### src/rtl/unsigned_16by8_div_seq_pkg.sv
// Shared types, widths and the rounding helper for the 16-by-8 sequential divider.
// The optional round-to-nearest build is selected with UDIV_ROUND_EN.
package unsigned_div_pkg;

    localparam int DIVIDEND_W = 16;
    localparam int DIVISOR_W  = 8;
    localparam int CNT_W      = 3;

    localparam logic [DIVISOR_W-1:0] QUO_SAT = 8'hFF;

    typedef enum logic [1:0] {
        IDLE = 2'd0,
        CALC = 2'd1,
        DONE = 2'd2
    } state_t;

    // Round half up, 2*rem >= divisor, never wrapping past saturation.
    function automatic logic [DIVISOR_W-1:0] round_quo(
        input logic [DIVISOR_W-1:0] quo,
        input logic [DIVISOR_W-1:0] rem,
        input logic [DIVISOR_W-1:0] dvs
    );
        logic [DIVISOR_W-1:0] res;
        if (({rem, 1'b0} >= {1'b0, dvs}) && (quo != QUO_SAT)) begin
            res = quo + 8'd1;
        end else begin
            res = quo;
        end
        return res;
    endfunction

endpackage

### src/rtl/unsigned_16by8_div_seq_if.sv
// Operand/result handshake bundle for the divider: slave side is the divider,
// master side is the requester that supplies operands and consumes results.
interface unsigned_16by8_div_seq_if;
    import unsigned_div_pkg::*;

    logic                  in_valid;
    logic                  in_ready;
    logic [DIVIDEND_W-1:0] dividend;
    logic [DIVISOR_W-1:0]  divisor;
    logic                  out_valid;
    logic                  out_ready;
    logic [DIVISOR_W-1:0]  quotient;
    logic [DIVISOR_W-1:0]  remainder;
    logic                  ovf;
    logic                  dbz;

    modport slave (
        input  in_valid, dividend, divisor, out_ready,
        output in_ready, out_valid, quotient, remainder, ovf, dbz
    );

    modport master (
        output in_valid, dividend, divisor, out_ready,
        input  in_ready, out_valid, quotient, remainder, ovf, dbz
    );
endinterface

### src/rtl/unsigned_16by8_div_seq_step.sv
// One combinational restoring-division step: shift in a dividend bit, try to
// subtract the divisor, keep the difference only when it does not go negative.
module udiv_step
    import unsigned_div_pkg::*;
(
    input  logic [DIVISOR_W-1:0] rem,
    input  logic                 dvd_bit,
    input  logic [DIVISOR_W-1:0] divisor,
    output logic [DIVISOR_W-1:0] rem_next,
    output logic                 q_bit
);
    logic [DIVISOR_W:0] shifted_s;

    assign shifted_s = {rem, dvd_bit};
    assign q_bit     = (shifted_s >= {1'b0, divisor});
    // rem < divisor on entry, so a successful difference always fits in 8 bits.
    assign rem_next  = q_bit ? 8'(shifted_s - {1'b0, divisor}) : shifted_s[DIVISOR_W-1:0];
endmodule

### src/rtl/unsigned_16by8_div_seq.sv
// Sequential radix-2 restoring 16/8 unsigned divider with valid/ready on both sides.
// Define UDIV_ROUND_EN to round the quotient to nearest (ties up, saturating).
module unsigned_16by8_div_seq
    import unsigned_div_pkg::*;
(
    input logic                     clk,
    input logic                     rst_n,
    unsigned_16by8_div_seq_if.slave div_if
);
    state_t                 state_r;
    logic [CNT_W-1:0]       cnt_r;
    logic [DIVISOR_W-1:0]   rem_r;
    logic [DIVISOR_W-1:0]   lo_r;
    logic [DIVISOR_W-2:0]   quo_r;
    logic [DIVISOR_W-1:0]   dvs_r;
    logic                   in_ready_r;
    logic                   out_valid_r;
    logic [DIVISOR_W-1:0]   quotient_r;
    logic [DIVISOR_W-1:0]   remainder_r;
    logic                   ovf_r;
    logic                   dbz_r;

    logic [DIVISOR_W-1:0]   step_rem_s;
    logic                   step_q_s;
    logic [DIVISOR_W-1:0]   trunc_quo_s;
    logic [DIVISOR_W-1:0]   final_quo_s;

    udiv_step u_step (
        .rem      (rem_r),
        .dvd_bit  (lo_r[DIVISOR_W-1]),
        .divisor  (dvs_r),
        .rem_next (step_rem_s),
        .q_bit    (step_q_s)
    );

    assign trunc_quo_s = {quo_r, step_q_s};
`ifdef UDIV_ROUND_EN
    assign final_quo_s = round_quo(trunc_quo_s, step_rem_s, dvs_r);
`else
    assign final_quo_s = trunc_quo_s;
`endif

    // Control FSM, datapath shift registers and registered handshake outputs.
    always_ff @(posedge clk) begin
        if (!rst_n) begin
            state_r     <= IDLE;
            cnt_r       <= 3'd0;
            rem_r       <= 8'd0;
            lo_r        <= 8'd0;
            quo_r       <= 7'd0;
            dvs_r       <= 8'd0;
            in_ready_r  <= 1'b1;
            out_valid_r <= 1'b0;
            quotient_r  <= 8'd0;
            remainder_r <= 8'd0;
            ovf_r       <= 1'b0;
            dbz_r       <= 1'b0;
        end else begin
            case (state_r)
                IDLE: begin
                    if (div_if.in_valid) begin
                        dvs_r      <= div_if.divisor;
                        rem_r      <= div_if.dividend[15:8];
                        lo_r       <= div_if.dividend[7:0];
                        quo_r      <= 7'd0;
                        cnt_r      <= 3'd7;
                        in_ready_r <= 1'b0;
                        ovf_r      <= 1'b0;
                        dbz_r      <= 1'b0;
                        if (div_if.divisor == 8'd0) begin
                            state_r     <= DONE;
                            out_valid_r <= 1'b1;
                            quotient_r  <= QUO_SAT;
                            remainder_r <= div_if.dividend[7:0];
                            dbz_r       <= 1'b1;
                        end else if (div_if.dividend[15:8] >= div_if.divisor) begin
                            state_r     <= DONE;
                            out_valid_r <= 1'b1;
                            quotient_r  <= QUO_SAT;
                            remainder_r <= div_if.dividend[7:0];
                            ovf_r       <= 1'b1;
                        end else begin
                            state_r <= CALC;
                        end
                    end else begin
                        in_ready_r <= 1'b1;
                    end
                end
                CALC: begin
                    rem_r <= step_rem_s;
                    lo_r  <= {lo_r[DIVISOR_W-2:0], 1'b0};
                    quo_r <= {quo_r[DIVISOR_W-3:0], step_q_s};
                    cnt_r <= cnt_r - 3'd1;
                    if (cnt_r == 3'd0) begin
                        state_r     <= DONE;
                        out_valid_r <= 1'b1;
                        quotient_r  <= final_quo_s;
                        remainder_r <= step_rem_s;
                    end else begin
                        state_r <= CALC;
                    end
                end
                DONE: begin
                    if (div_if.out_ready) begin
                        state_r     <= IDLE;
                        out_valid_r <= 1'b0;
                        in_ready_r  <= 1'b1;
                    end else begin
                        state_r <= DONE;
                    end
                end
                default: begin
                    state_r     <= IDLE;
                    out_valid_r <= 1'b0;
                    in_ready_r  <= 1'b1;
                end
            endcase
        end
    end

    assign div_if.in_ready  = in_ready_r;
    assign div_if.out_valid = out_valid_r;
    assign div_if.quotient  = quotient_r;
    assign div_if.remainder = remainder_r;
    assign div_if.ovf       = ovf_r;
    assign div_if.dbz       = dbz_r;
endmodule
### src/flat_wrapper.sv
// flat-port wrapper written by rule: the top's interface ports become plain ports
module unsigned_16by8_div_seq_flat import unsigned_div_pkg::*;
  (clk, rst_n, div_if_in_valid, div_if_dividend, div_if_divisor, div_if_out_ready, div_if_in_ready, div_if_out_valid, div_if_quotient, div_if_remainder, div_if_ovf, div_if_dbz);
  unsigned_16by8_div_seq_if div_if_i ();
  input logic clk;
  input logic rst_n;
  input wire logic [$bits(div_if_i.in_valid)-1:0] div_if_in_valid;
  input wire logic [$bits(div_if_i.dividend)-1:0] div_if_dividend;
  input wire logic [$bits(div_if_i.divisor)-1:0] div_if_divisor;
  input wire logic [$bits(div_if_i.out_ready)-1:0] div_if_out_ready;
  output wire logic [$bits(div_if_i.in_ready)-1:0] div_if_in_ready;
  output wire logic [$bits(div_if_i.out_valid)-1:0] div_if_out_valid;
  output wire logic [$bits(div_if_i.quotient)-1:0] div_if_quotient;
  output wire logic [$bits(div_if_i.remainder)-1:0] div_if_remainder;
  output wire logic [$bits(div_if_i.ovf)-1:0] div_if_ovf;
  output wire logic [$bits(div_if_i.dbz)-1:0] div_if_dbz;
  assign div_if_i.in_valid = div_if_in_valid;
  assign div_if_i.dividend = div_if_dividend;
  assign div_if_i.divisor = div_if_divisor;
  assign div_if_i.out_ready = div_if_out_ready;
  assign div_if_in_ready = div_if_i.in_ready;
  assign div_if_out_valid = div_if_i.out_valid;
  assign div_if_quotient = div_if_i.quotient;
  assign div_if_remainder = div_if_i.remainder;
  assign div_if_ovf = div_if_i.ovf;
  assign div_if_dbz = div_if_i.dbz;
  unsigned_16by8_div_seq u_core (.clk(clk), .rst_n(rst_n), .div_if(div_if_i));
endmodule
### config.mk
export PLATFORM = sky130hd
export DESIGN_NAME = unsigned_16by8_div_seq_flat
export DESIGN_NICKNAME = d
export VERILOG_FILES = /design/src/rtl/unsigned_16by8_div_seq_pkg.sv /design/src/rtl/unsigned_16by8_div_seq_if.sv /design/src/rtl/unsigned_16by8_div_seq_step.sv /design/src/rtl/unsigned_16by8_div_seq.sv /design/src/flat_wrapper.sv
export SDC_FILE = /design/constraint.sdc
export NUM_CORES = 1
export LEC_CHECK = 0
export ABC_AREA = 0
export CAP_MARGIN = 25
export CORE_MARGIN = 2
export CORE_UTILIZATION = 35
export CTS_CLUSTER_SIZE = 40
export DETAILED_ROUTE_END_ITERATION = 16
export GPL_TIMING_DRIVEN = 0
export SLEW_MARGIN = 5
export SYNTH_ARGS = -nofsm -noshare
export SYNTH_HDL_FRONTEND = slang
export SYNTH_SLANG_ARGS = --single-unit
### constraint.sdc
create_clock -name clk -period 2.31 [get_ports clk]
set_input_delay 0.3465 -clock clk [delete_from_list [all_inputs] [get_ports clk]]
set_output_delay 0.3465 -clock clk [all_outputs]
set_load 0.02 [all_outputs]
### Yosys cells after proc, flatten, opt, wreduce, memory -nomap -nowiden

Cells that the tools add are included.

| operators by class | value |
|---|---|
| add/subtract/negate cells | 2 |
| $lt $le $gt $ge | 2 |
| equal/unequal tests | 6 |
| mux-type cells | 37 |
| bitwise operators | 1 |
| reductions and logical operators | 9 |

Operators by type and width:

| operator | number |
|---|---|
| 2-to-1 mux 8 bit | 11 |
| case mux 8 bit (2 select lines) | 4 |
| case mux 7 bit (2 select lines) | 1 |
| 2-to-1 mux 1 bit | 10 |
| 2-to-1 mux 2 bit | 5 |
| greater-or-equal comparator 9 x 8 -> 1 bit | 1 |
| greater-or-equal comparator 8 bit | 1 |
| logical NOT 8 bit | 1 |
| AND reduction 4 bit | 2 |
| subtractor 8 bit | 1 |
| 2-to-1 mux 7 bit | 1 |
| case mux 1 bit (3 select lines) | 2 |
| case mux 2 bit (3 select lines) | 1 |
| case mux 3 bit (2 select lines) | 1 |
| AND reduction 2 bit | 3 |
| inequality test 2 bit (second input constant) | 2 |
| logical NOT 3 bit | 1 |
| 2-to-1 mux 3 bit | 1 |
| inequality test 3 x 1 -> 1 bit (second input constant) | 1 |
| subtractor 3 x 1 -> 3 bit (second input constant) | 1 |
| == test 2 x 1 -> 1 bit (second input constant) | 1 |
| == test 2 bit (second input constant) | 1 |
| logical NOT 2 bit | 1 |
| inequality test 2 x 1 -> 1 bit (second input constant) | 1 |
| 2 further kinds | 2 |

| storage, ports and cells | value |
|---|---|
| flip-flop bits (word level) | 56 |
| bits of input ports | 28 |
| output and inout port bits | 20 |
| logic and storage cells | 69 |

### Longest topological paths before layout

Gate-level depths: netlist of run 1.

| logic depth | value |
|---|---|
| word-level depth | 5 |
| gate-level depth with buffers | 10 |
| depth with buffers taken out | 10 |

### By module

From an unflattened synthesis of run 1, not the netlist that was laid out.

| second synthesis, totals | value |
|---|---|
| cells, all modules | 433 |
| area, all modules | 3,402.0 µm² |

Modules (own cells, without submodules):

| module | times used | cells each | area each (µm²) | sequential area each (µm²) |
|---|---|---|---|---|
| unsigned_16by8_div_seq | 1 | 363 | 2,890.3 | 1,121.1 |
| udiv_step | 1 | 70 | 511.7 | 0.0 |

### Worst setup path after synthesis of run 1

No wires, ideal clock.

| timing path | value |
|---|---|
| path type | input to register |
| from | in div_if_dividend[8] |
| to | reg u_core.remainder_r[0] (netlist: u_core.div_if.remainder[0]) |
| library setup time | 0.128 ns |
| arrival | 1.951 ns |
| data required time | 2.182 ns |
| path slack | 0.231 ns |
| cell stages on the path | 10 |
| path buffers | 1 |
| path through | inv_1 -> ha_1 -> nand2b_1 -> a21o_1 -> a2111oi_2 -> o31a_2 -> a31oi_4 -> buf_2 -> o21ai_0 -> a31oi_1 |

| on the way | value |
|---|---|
| word-level cells in the longest chain between the ends | 3 |

RTL lines:

| item | line | source |
|---|---|---|
| start, declared | flat_wrapper.sv:8 | `input wire logic [$bits(div_if_i.dividend)-1:0] div_if_dividend;` |
| greater-or-equal comparator 8 bit | unsigned_16by8_div_seq.sv:76 | `end else if (div_if.dividend[15:8] >= div_if.divisor) begin` |
| inequality test 3 x 1 -> 1 bit (no source line) | n/a |  |
| AND reduction 4 bit (no source line) | n/a |  |
| end signal, assigned | unsigned_16by8_div_seq.sv:74 | `remainder_r <= div_if.dividend[7:0];` |
| end signal, assigned | unsigned_16by8_div_seq.sv:80 | `remainder_r <= div_if.dividend[7:0];` |
| end signal, assigned | unsigned_16by8_div_seq.sv:98 | `remainder_r <= step_rem_s;` |
| end, declared | unsigned_16by8_div_seq.sv:19 | `logic [DIVISOR_W-1:0] remainder_r;` |

No other way between the ends.
A chain may end at the register's enable or synchronous reset.

### Worst setup path after layout of run 1

| timing path | value |
|---|---|
| from | in div_if_dividend[12] |
| to | reg u_core.remainder_r[3] (netlist: u_core.div_if.remainder[3]) |

Same word-level chain as after synthesis.

==> results.toml, run 1 <==
[synth]
yosysTopAreaCell = "dfxtp_1"
ys_seq_area_frac = 0.3834
synth_top_area_share = 0.3834
synth_seq_cells = 56
synthesis.area_sq_um = 2924
netlist_instances = 360
async_flop_share = 0
avgSynthCellArea_sq_um = 8.122
syn_nets = 407
synth.most_common_cell = "dfxtp_1"
synth_commonest_cells = "56 x dfxtp_1, 44 x nand2_1, 41 x nor2_1"
synth_area_leaders = "dfxtp_1 38%, ha_1 7.7%, a21oi_1 6.0%, nand2_1 5.6%, nor2_1 5.3%"
yosys.cell_types.count = 49
yosys_warnings = 0
synth_edf_count = 0
ys.flop_type = "dfxtp_1"

[grt]
grt_max_degree = 18
grtUsageTotal = 0.1819
grt_pass1_wl_um = 12910
gr-total-overflow = 0
antenna_found_initial = 0
grt_pass1_vias = 2613

[timing]
worst_pin_slew_ns = 0.7259
worst_slack_ns = 0.01806
timing.slew.headroom = 0.5140
fmax_mhz = 436.3
setup_viol = 0
fin_crit_sh = 0.9922
clock_skew_ns = 0.01211
final.min_clock_period_ns = 2.292
slew_viol_final = 0
hold_violations = 0

[placement]
dp_worst_setup_slack_ns = -0.6228
io_buffer_count = 47
gp_congestion = 0.8408
hpwl_um = 6077

[power]
ir_worst_vdd_v = 0.0003088
power_frac_seq = 0.381
p_clk_frac = 0.219
leakage_nw = 1.532
p_per_area_nw_per_um2 = 793.6
pwr-share-comb = 0.401
p_sw_frac = 0.3485
power.internal_w = 0.001949
p_sw_w = 0.001043

[detailed_routing]
firstDrtPassIters = 4
avgRoutedWirePerCell_um = 15.46
drc = 0
dr_wl_met2_um = 3672
met1Wirelength_um = 3974
dr.max_layer_used = "met4"
drtIter0Drc = 157
ant_nets = 0
route.vias.total = 2768
dr_wl_met3_um = 304
routed_wl_um = 8134
avgViaCountPerCell = 5.262

[clocking]
cts_root_buf = "clkbuf_8"
clock_sinks = 56
insertion_delay_ns = 0.31
cts.clk_slew.worst_paths_ns = 0.10
cts_tree = "done"
htreeDepth = 2
numCtsBuffers = 5
holdBufCountCts = 0
clockBufferDepth = 2

[floorplan]
rows = 33
die_h_um = 95.40
dieWidth_um = 95.40
io_pins = 48
die_area_sq_um = 9101
coreArea_sq_um = 8175
start_util = 0.3577

[min_path]
worst_hold_path_type = "in2reg"

[cells_and_area]
filler_cell_count = 818
final_nets = 467
regArea_sq_um = 1122
final_core_util = 0.4611
layout-drive-gt1-share = 0.09264
n_antenna_cell = 0
multi_input_area_sq_um = 1673
area_growth_pct = 28.93

[worst_setup_path]
critPathArrivalTime_ns = 2.53
max_stage_delay_ns = 0.51
start_kind = "input port"
crit_chain = "clkdlybuf4s50_1 > ha_1 > o2111ai_1 > o31a_2 > a31oi_4 > buf_6 > o211ai_1 > o22ai_1"
critPathCaptureType = "register"
cp_max_fo = 7
crit_required_ns = 2.55
crit_slowest_cell = "clkdlybuf4s50_1"
cpLargestDelayFamily = "compound AO/OA/AOI/OAI gates"
worst-setup-path-type = "in2reg"
critPathBufInv = 2

[status]
status = "completed"

[job]
maxCapViolations = 0
-- cells in the final DEF, fill, tap and decap left out, types with 3 or more instances in the layout --
cell / count
a211oi_1: 6
xnor2_1: 4
buf_2: 3
clkdlybuf4s50_1: 39
o21ai_0: 16
inv_1: 22
nor2b_1: 5
nor2_1: 40
and2_1: 8
nor3_1: 5
clkbuf_8: 5
nand2b_1: 4
dlymetal6s2s_1: 6
a31oi_1: 9
clkbuf_1: 14
o22ai_1: 3
a21oi_1: 34
buf_6: 7
ha_1: 17
nand2_1: 44
a22oi_1: 15
o21ai_1: 4
or2_2: 3
o211ai_1: 3
dfxtp_1: 55
-- path summary, 6_finish.rpt --
check                                    startpoint                         end  depth (start not counted)  slack (ns)
worst max-delay path            div_if_dividend[12]  u_core.div_if.remainder[3]                          8        0.02
worst min register to register      u_core.dvs_r[7]             u_core.dvs_r[7]                          2        0.46
worst max register to register      u_core.dvs_r[6]             u_core.rem_r[5]                          9        0.14
worst min-delay path              div_if_divisor[1]             u_core.dvs_r[1]                          3        0.34
-- repair_timing --
item                                    CTS  global route
pin swaps                                 3             5
gates resized for setup                   8            25
gates cloned                              0             2
endpoints found under the setup margin   21            26
setup buffers                             3             1
-- worst min-delay path: cells and delay by family --
| family | cells | cell delay [ns] |
|---|---|---|
| AOI/OAI and AO/OA | 1 | 0.05 |
| buffers and inverters | 1 | 0.15 |
| and+or+nand+nor | 1 | 0.07 |
-- layout make-up --
class / instances / area share
repair buffers: 53 / 0.1427
multi-input cells: 261 / 0.4437
clock buffers: 6 / 0.01925
well taps: 105 / 0.03485
clock inverters: 2 / 0.01029
inverters: 22 / 0.02191
flip-flops and latches: 56 / 0.2977
plain buffers: 21 / 0.02954
-- kinds of logic (layout without fill, tap and decap cells) --
kind of cell,after synthesis,in the layout,synth area share
muxes,5,5,0.01797
and+or+nand+nor,117,117,0.1772
AOI/OAI and AO/OA,114,114,0.2589
xor gates and xnor gates,6,6,0.01797
adders and majority gates,19,19,0.08387
buffers and inverters,43,104,0.06076
DFF,56,56,0.3834
-- power groups by stage --
stage	Clock (W)	Combinational (W)	Sequential, W
floorplan	0	0.000677	0.00120
finish	0.000655	0.00120	0.00114
global route	0.000701	0.00132	0.00115
detailed placement	0	0.00107	0.00116
CTS	0.000673	0.00110	0.00114
global placement	0	0.00106	0.00116
-- flip-flops by register name, indices dropped and copies added, names as in the netlist --
name / count
u_core.div_if.dbz: 1
u_core.dvs_r: 8
u_core.lo_r: 8
u_core.div_if.remainder: 8
u_core.div_if.quotient: 8
u_core.div_if.out_valid: 1
u_core.state_r: 2
u_core.rem_r: 8
u_core.div_if.ovf: 1
u_core.quo_r: 7
u_core.cnt_r: 3
u_core.div_if.in_ready: 1
-- stage by stage --
stage / power [W] / instances / setup TNS, ns / cell area (sq um) / hold WS [ns]
2_1_floorplan: 0.001880 / 360 / 0 / 2924 / 0.4363
3_3_place_gp: 0.002215 / 512 / -10.71 / 3526 / 0.4439
3_5_place_dp: 0.002228 / 512 / -10.90 / 3526 / 0.4475
4_1_cts: 0.002913 / 523 / 0 / 3670 / 0.4619
5_1_grt: 0.003172 / 526 / -0.01676 / 3770 / 0.3364
6_report: 0.002992 / 526 / 0 / 3770 / 0.3367
-- per-layer routing --
layer,global-route usage,vias to the layer above
li1,-,1385
met1,0.2509,1309
met2,0.2887,60
met3,0.03004,14
met4,0.06190,0
met5,0,-
Note: power is estimated with default switching activity, not from simulation.
==> run 2: changes to the inputs <==
- GPL_ROUTABILITY_DRIVEN: default -> 0
- SKIP_LAST_GASP: default -> 1
==> results of run 2 <==
Same layout as run 1: the final DEF is identical, and so are final timing and power.
